**config.mk**
```make
export PLATFORM = sky130hd
export DESIGN_NAME = mem_stage
export DESIGN_NICKNAME = d
export VERILOG_FILES = /design/src/rtl/mem_stage.sv
export SDC_FILE = /design/constraint.sdc
export NUM_CORES = 1
export LEC_CHECK = 0
export ABC_AREA = 1
export CORE_ASPECT_RATIO = 0.9
export CORE_MARGIN = 4
export CORE_UTILIZATION = 48
export CTS_CLUSTER_DIAMETER = 60
export CTS_CLUSTER_SIZE = 20
export DETAILED_ROUTE_END_ITERATION = 10
export PLACE_DENSITY_LB_ADDON = 0.12
export RECOVER_POWER = 100
export SLEW_MARGIN = 40
export SYNTH_ARGS = -nofsm -noshare
export SYNTH_HDL_FRONTEND = slang
export SYNTH_SLANG_ARGS = --single-unit
```
**constraint.sdc**
```tcl
create_clock -name i_clk -period 3.3 [get_ports i_clk]
set_input_delay 0.99 -clock i_clk [delete_from_list [all_inputs] [get_ports i_clk]]
set_output_delay 0.99 -clock i_clk [all_outputs]
set_load 0.1 [all_outputs]
```
**src/rtl/mem_stage.sv**
```systemverilog
// RV32I memory-access stage: drives a variable-latency data port, stalls upstream
// while an access is outstanding, and registers the MEM/WB bundle.
module mem_stage (
  input  logic        i_clk,
  input  logic        i_rst,
  input  logic        i_valid,
  input  logic [31:0] i_alu_result,
  input  logic [31:0] i_store_data,
  input  logic [2:0]  i_func3,
  input  logic        i_MemRead,
  input  logic        i_MemWrite,
  input  logic        i_RegWrite,
  input  logic [4:0]  i_rd_waddr,
  output logic        o_stall,
  output logic        o_dmem_req,
  output logic        o_dmem_wen,
  output logic [31:0] o_dmem_addr,
  output logic [3:0]  o_dmem_mask,
  output logic [31:0] o_dmem_wdata,
  input  logic        i_dmem_ready,
  input  logic [31:0] i_dmem_rdata,
  output logic        o_wb_valid,
  output logic        o_wb_RegWrite,
  output logic [4:0]  o_wb_rd,
  output logic [31:0] o_wb_data,
  output logic        o_wb_misaligned,
  output logic        o_dbg_state
);

  // Handshake: o_dmem_req rises with a legal op and stays high, with stable
  // addr/mask/wdata/wen, until the cycle i_dmem_ready=1; that cycle completes the
  // access and carries valid read data. o_stall is high while req waits for ready.

  typedef enum logic {IDLE = 1'b0, BUSY = 1'b1} state_t;

  state_t state, state_n;

  logic        mem_op, f3_ok, mis, fault, legal;
  logic [1:0]  off;
  logic [3:0]  in_mask;
  logic [31:0] in_wdata;

  logic [31:0] addr_q, wdata_q;
  logic [3:0]  mask_q;
  logic        wen_q, regwrite_q;
  logic [2:0]  func3_q;
  logic [1:0]  off_q;
  logic [4:0]  rd_q;

  logic        latch;
  logic [2:0]  sel_f3;
  logic [1:0]  sel_off;
  logic [31:0] lane, load_data;

  assign o_dbg_state = state;

  always_comb begin
    mem_op = i_valid & (i_MemRead | i_MemWrite);
    off    = i_alu_result[1:0];
    if (i_MemRead)
      f3_ok = (i_func3 == 3'b000) | (i_func3 == 3'b001) | (i_func3 == 3'b010) |
              (i_func3 == 3'b100) | (i_func3 == 3'b101);
    else
      f3_ok = (i_func3 == 3'b000) | (i_func3 == 3'b001) | (i_func3 == 3'b010);
    mis   = ((i_func3[1:0] == 2'b01) & i_alu_result[0]) |
            ((i_func3[1:0] == 2'b10) & (|i_alu_result[1:0]));
    fault = mem_op & ((i_MemRead & i_MemWrite) | ~f3_ok | mis);
    legal = mem_op & ~fault;

    in_mask  = 4'b1111;
    in_wdata = i_store_data;
    if (i_MemWrite) begin
      case (i_func3[1:0])
        2'b00:   in_mask = 4'b0001 << off;
        2'b01:   in_mask = 4'b0011 << off;
        default: in_mask = 4'b1111;
      endcase
    end
    case (i_func3[1:0])
      2'b00:   in_wdata = {4{i_store_data[7:0]}};
      2'b01:   in_wdata = {2{i_store_data[15:0]}};
      default: in_wdata = i_store_data;
    endcase
  end

  always_comb begin
    state_n      = state;
    o_dmem_req   = 1'b0;
    o_dmem_wen   = 1'b0;
    o_dmem_addr  = 32'd0;
    o_dmem_mask  = 4'd0;
    o_dmem_wdata = 32'd0;
    o_stall      = 1'b0;
    latch        = 1'b0;
    sel_f3       = i_func3;
    sel_off      = off;
    case (state)
      IDLE: begin
        if (legal) begin
          o_dmem_req   = 1'b1;
          o_dmem_wen   = i_MemWrite;
          o_dmem_addr  = {i_alu_result[31:2], 2'b00};
          o_dmem_mask  = in_mask;
          o_dmem_wdata = in_wdata;
          if (!i_dmem_ready) begin
            o_stall = 1'b1;
            latch   = 1'b1;
            state_n = BUSY;
          end
        end
      end
      BUSY: begin
        // Upstream is frozen, but only the latched copy is trusted here.
        o_dmem_req   = 1'b1;
        o_dmem_wen   = wen_q;
        o_dmem_addr  = addr_q;
        o_dmem_mask  = mask_q;
        o_dmem_wdata = wdata_q;
        sel_f3       = func3_q;
        sel_off      = off_q;
        if (i_dmem_ready) state_n = IDLE;
        else              o_stall = 1'b1;
      end
      default: state_n = IDLE;
    endcase
  end

  always_comb begin
    lane = i_dmem_rdata >> {sel_off, 3'b000};
    case (sel_f3)
      3'b000:  load_data = {{24{lane[7]}}, lane[7:0]};
      3'b001:  load_data = {{16{lane[15]}}, lane[15:0]};
      3'b100:  load_data = {24'd0, lane[7:0]};
      3'b101:  load_data = {16'd0, lane[15:0]};
      default: load_data = i_dmem_rdata;
    endcase
  end

  always_ff @(posedge i_clk) begin
    if (i_rst) begin
      state           <= IDLE;
      addr_q          <= 32'd0;
      wdata_q         <= 32'd0;
      mask_q          <= 4'd0;
      wen_q           <= 1'b0;
      regwrite_q      <= 1'b0;
      func3_q         <= 3'd0;
      off_q           <= 2'd0;
      rd_q            <= 5'd0;
      o_wb_valid      <= 1'b0;
      o_wb_RegWrite   <= 1'b0;
      o_wb_rd         <= 5'd0;
      o_wb_data       <= 32'd0;
      o_wb_misaligned <= 1'b0;
    end else begin
      state <= state_n;
      if (latch) begin
        addr_q     <= {i_alu_result[31:2], 2'b00};
        wdata_q    <= in_wdata;
        mask_q     <= in_mask;
        wen_q      <= i_MemWrite;
        regwrite_q <= i_RegWrite & ~i_MemWrite;
        func3_q    <= i_func3;
        off_q      <= off;
        rd_q       <= i_rd_waddr;
      end
      o_wb_valid      <= 1'b0;
      o_wb_RegWrite   <= 1'b0;
      o_wb_rd         <= 5'd0;
      o_wb_data       <= 32'd0;
      o_wb_misaligned <= 1'b0;
      if (!o_stall) begin
        if (state == BUSY) begin
          o_wb_valid    <= 1'b1;
          o_wb_RegWrite <= regwrite_q;
          o_wb_rd       <= rd_q;
          o_wb_data     <= wen_q ? 32'd0 : load_data;
        end else if (i_valid) begin
          o_wb_valid <= 1'b1;
          o_wb_rd    <= i_rd_waddr;
          if (fault) begin
            o_wb_misaligned <= 1'b1;
          end else if (legal && i_MemWrite) begin
            o_wb_RegWrite <= 1'b0;
          end else if (legal) begin
            o_wb_RegWrite <= i_RegWrite;
            o_wb_data     <= load_data;
          end else begin
            o_wb_RegWrite <= i_RegWrite;
            o_wb_data     <= i_alu_result;
          end
        end
      end
    end
  end

endmodule
```
After elaboration in Yosys (flattened, before gate mapping)
Index checks and enable logic that the tools add are counted.
- register bits: 119
- output and inout bits: 112
- word-level logic and storage cells: 89
- eq/ne operators: 9
- shift-type cells: 3
- muxes and demuxes: 36
- bitwise gates (word level): 20
- reduce and logical (&&, ||, !) cells: 7
- operator list (operator ; count):
    32-bit 2-to-1 mux ; 8
    32-bit one-hot mux with 2 select lines ; 3
    32-bit one-hot mux with 4 select lines ; 1
    32-bit by 5-bit right shift with 16-bit output ; 1
    4-bit one-hot mux with 2 select lines ; 2
    1-bit 2-to-1 mux ; 13
    3-bit equality test (second input constant) ; 4
    5-bit 2-to-1 mux ; 2
    4-bit 2-to-1 mux ; 2
    1-bit OR ; 8
    1-bit AND ; 7
    3-bit by 1-bit equality test with 1-bit output (second input constant) ; 2
    3-bit logical NOT ; 2
    1-bit one-hot mux with 2 select lines ; 3
    1-bit NOT ; 5
    2-bit OR reduction ; 2
    4-bit OR reduction ; 1
    1-bit by 2-bit left shift with 4-bit output (first input constant) ; 1
    2-bit by 2-bit left shift with 4-bit output (first input constant) ; 1
    3-bit by 2-bit equality test with 1-bit output (second input constant) ; 1
    3-bit 2-to-1 mux ; 1
    2-bit by 1-bit equality test with 1-bit output (second input constant) ; 1
    2-bit equality test (second input constant) ; 1
    2-bit logical NOT ; 1
    2 further kinds ; 2

Depth between registers and ports, before layout
Gate-level depths: netlist of the first run.
- word-level depth: 17
- depth in mapped cells: 13

Worst setup path after synthesis of the first run
Ideal clock, no wire load.
- path kind: input -> output
- start point: input i_func3[1]
- end point: output o_dmem_wdata[9]
- data arrival time: 4.002 ns
- path slack: -1.692 ns
- stages: 7
- buffers on the path: 2
- cell sequence: clkbuf_1 > nor2_1 > buf_2 > nand2_1 > o21ai_0 > nand2_1 > o21ai_0
- word-level cells in the longest chain between the ends: 14
- RTL lines (what ; RTL line ; RTL):
    from (decl) ; 9 ; input logic [2:0] i_func3,
    3-bit by 1-bit equality test with 1-bit output / 3-bit logical NOT (equally long branches) ; 61, 64 ;
    1-bit OR (2 in a row) ; 61, 64 ;
    1-bit OR ; 61 ; f3_ok = (i_func3 == 3'b000) | (i_func3 == 3'b001) | (i_func3 == 3'b010) |
    1-bit OR ; 62 ; (i_func3 == 3'b100) | (i_func3 == 3'b101);
    1-bit 2-to-1 mux ; 60 ; if (i_MemRead)
    1-bit NOT ; 67 ; fault = mem_op & ((i_MemRead & i_MemWrite) | ~f3_ok | mis);
    1-bit OR (2 in a row) ; 67 ;
    1-bit AND ; 67 ;
    1-bit NOT ; 68 ; legal = mem_op & ~fault;
    1-bit AND ; 68 ;
    32-bit 2-to-1 mux (*) ; 99 ; if (legal) begin
    32-bit one-hot mux with 2 select lines (*) ; 97 ; case (state)
    to (decl) ; 19 ; output logic [31:0] o_dmem_wdata,
Every way passes the cells marked *; elsewhere a longest branch is shown, timed or not.

Worst setup path after layout of the first run
- start point: input i_func3[2]
- end point: output o_dmem_wdata[12]
- word-level cells in the longest chain between the ends: 14
- RTL lines (what ; RTL line):
    3-bit by 1-bit equality test with 1-bit output / 3-bit logical NOT (equally long branches) ; 61, 64
    1-bit OR (2 in a row) ; 61, 64
    1-bit OR ; 61
    1-bit OR ; 62
    1-bit 2-to-1 mux (*) ; 60
    1-bit NOT (*) ; 67
    1-bit OR (*) (2 in a row) ; 67
    1-bit AND (*) ; 67
    1-bit NOT (*) ; 68
    1-bit AND (*) ; 68
    32-bit 2-to-1 mux (*) ; 99
    32-bit one-hot mux with 2 select lines (*) ; 97
Marked as above.

==> results of run 1 <==
==> flip-flops by register name (all words and copies together), names as in the netlist, 2 cells and up <==
name       count
addr_q        30
o_wb_data     32
func3_q        3
rd_q           5
o_wb_rd        5
wdata_q       32
off_q          2
mask_q         4
==> cells by family (layout without fill, tap and decap cells) <==
kind of cell / Yosys count / count (layout) / synth area share
and+or+nand+nor: 718 / 720 / 0.4145
AOI/OAI and AO/OA: 208 / 208 / 0.1506
buffers and inverters: 190 / 496 / 0.1099
DFF: 119 / 119 / 0.3245
other: 1 / 2 / 0.0005108
==> critical path, delay by kind of cell <==
family | cells | cell delay [ns]
AO/OA/AOI/OAI | 2 | 0.22
AND/OR/NAND/NOR | 2 | 0.29
buffers and inverters | 5 | 0.89
==> power by group <==
| part | total [mW] | internal [mW] | switching, mW |
|---|---|---|---|
| clock | 1.78 | 1.07 | 0.706 |
| combinational | 1.55 | 0.553 | 0.996 |
| sequential | 1.50 | 1.48 | 0.0186 |
==> cells in the final DEF (no fill, tap or decap), types with 13 or more instances in the layout <==
master / count
nand2_1: 448
o21ai_1: 13
buf_6: 17
clkbuf_16: 19
clkdlybuf4s50_1: 91
nand4_1: 26
a21oi_1: 93
buf_12: 85
nor2_1: 63
o21ai_4: 67
clkbuf_1: 43
buf_4: 115
dfxtp_1: 118
nand3_1: 141
inv_1: 78
==> routing by layer <==
| layer | vias to the layer above | part of all wire | wire length [µm] |
|---|---|---|---|
| met1 | 4697 | 0.36 | 12260 |
| met4 | 0 | 0.046 | 1562 |
| li1 | 4581 | - | - |
| met3 | 136 | 0.12 | 4114 |
| met2 | 784 | 0.47 | 15680 |
| met5 | - | 0 | 0 |
==> area by class of cell <==
cell class,instances,share of cell area
tap,198,0.01944
sequential,119,0.1870
inverter,92,0.02876
clock inverter,11,0.007951
timing repair buffer,372,0.3240
clock buffer,21,0.03612
multi-input combinational,930,0.3967
==> final timing paths <==
check | cells past startpoint | end | startpoint | slack, ns
max | 9 | o_dmem_wdata[12] | i_func3[2] | -0.1
min | 2 | addr_q[17] | addr_q[17] | 0.46
max reg2reg | 9 | o_wb_data[17] | o_dbg_state | 0.71
min reg2reg | 2 | addr_q[17] | addr_q[17] | 0.46
==> per-stage QoR <==
step,std cells,setup WS [ns]
floorplan,1237,-0.04263
global placement,1658,-0.5423
detailed placement,1658,-0.5820
CTS,1723,-0.1117
global route,1743,-0.1387
finish,1743,-0.09519
==> timing repair <==
item / 4_1_cts / 5_1_grt
gates cloned: 3 / 3
gates resized for setup: 57 / 53
pin swaps: 21 / 31
hold buffers: 0 / 0
setup buffers: 30 / 19
setup endpoints to repair: 69 / 70
==> qor.yml, run 1 <==
finish:
  multi_input_area_um2: 5056
  diodes: 0
  drive_gt1_frac: 0.2479
  seq_area_um2: 2384
  syn_to_final_growth_pct: 73.60
  final_area_um2: 12750
  nets: 1643
  n_fill_cell: 862
  post-route-util: 0.8571
yosys:
  yosys_register_bits: 119
  ys_types: 31
  ys_warn_count: 0
  synth_area_leader_cell: "dfxtp_1"
  yosys.area.top_type_share: 0.3245
  async_reset_ff_frac: 0
  synth_area_leaders: "dfxtp_1 (32%), nand2_1 (23%), nand3_1 (9.7%)"
  synth_edf_count: 0
  synth_ff_type: "dfxtp_1"
  synth.most_common_cell: "nand2_1"
  syn_area_um2: 7342
  synthTopCellsByCount: "nand2_1 (459), nand3_1 (143), dfxtp_1 (119)"
  ys_seq_area_frac: 0.3245
  netlist_instances: 1236
  avgSynthCellArea_um2: 5.940
outcome:
  status: "finished with violations"
  violations: "negative setup slack"
detailed_routing:
  wl_per_cell_um: 19.29
  vias_per_cell: 5.851
  post-route-drc-count: 0
  routed_wl_um: 33620
  firstDrtPassIters: 6
  drtIter0Drc: 1572
  dr_total_vias: 10200
  ant_nets: 0
critical_path:
  cp-end-kind: "output pin"
  crit_chain: "clkdlybuf4s15_1 -> inv_2 -> a21oi_4 -> nor2_4 -> nand3_4 -> buf_12 -> clkbuf_16 -> o21ai_4 -> buf_12"
  crit_required_ns: 2.31
  critical-path-slowest-cell: "clkdlybuf4s15_1"
  cp_slowest_stage_delay_ns: 0.22
  critPathKind: "in2out"
  start_kind: "primary input"
  critical_path.most_common_cell: "buf_12"
  cp_max_fo: 6
  critPathArrivalTime_ns: 2.41
die:
  core_um2: 14870
  rows: 42
  io_pins: 223
  dieArea_um2: 17340
  die_h_um: 125.3
  die_x_um: 138.4
  start_util: 0.4937
clock_tree:
  clk_pin_slew_ns: 0.05
  htree_num_levels: 4
  cts_made_buffers: 17
  cts_num_sinks: 119
  cts-root-buf: "clkbuf_16"
  clkLatencyLatePin_ns: 0.42
  clock_path_buffers: 2
  cts_tree: "done"
sta:
  tightest_slew_ns: 1.255
  max_freq_ghz: 0.2945
  setup_slack_ns: -0.09519
  hold_viol: 0
  fin_tns_setup_ns: -3.151
  fin_skew_ns: 0.01181
  relSlewSlack: 0.1672
  finalMaxSlewViolations: 0
  finalCritPeriodShare: 1.029
  period_needed_ns: 3.395
  holdWs_ns: 0.4613
  final-setup-viol-count: 58
  rsz0062_at_grt: "yes"
global_route:
  grt_pass1_wl_um: 48740
  globalRouteMet2Util: 0.5586
  gr-total-overflow: 0
  grt_use_met1: 0.4406
  grt_usage: 0.3451
  use_met3: 0.08515
  grt.busiest_layer: "met2"
  grt_max_degree: 83
  antenna_found_initial: 0
  grt_pass1_vias: 9175
power:
  p_leak_nw: 5.680
  finalPower_mw: 4.824
  power_density_nw_per_um2: 378.5
  vdd_drop_max_mv: 0.4266
placement:
  gp_congestion: 0.9428
  hpwl_um: 20560
  io_buffers: 220
  postPlaceCellArea_um2: 11600
min_path:
  hold_path_class: "reg2reg"
run:
  maxCapViolations: 0
(Power assumes the default switching activity.)
==> run 2: changes to the inputs <==
ABC_CLOCK_PERIOD_IN_PS = 3300   (was unset)
RECOVER_POWER = 50   (was 100)
==> results of run 2 <==
Same layout as run 1: the final DEF is identical, and so are final timing and power.
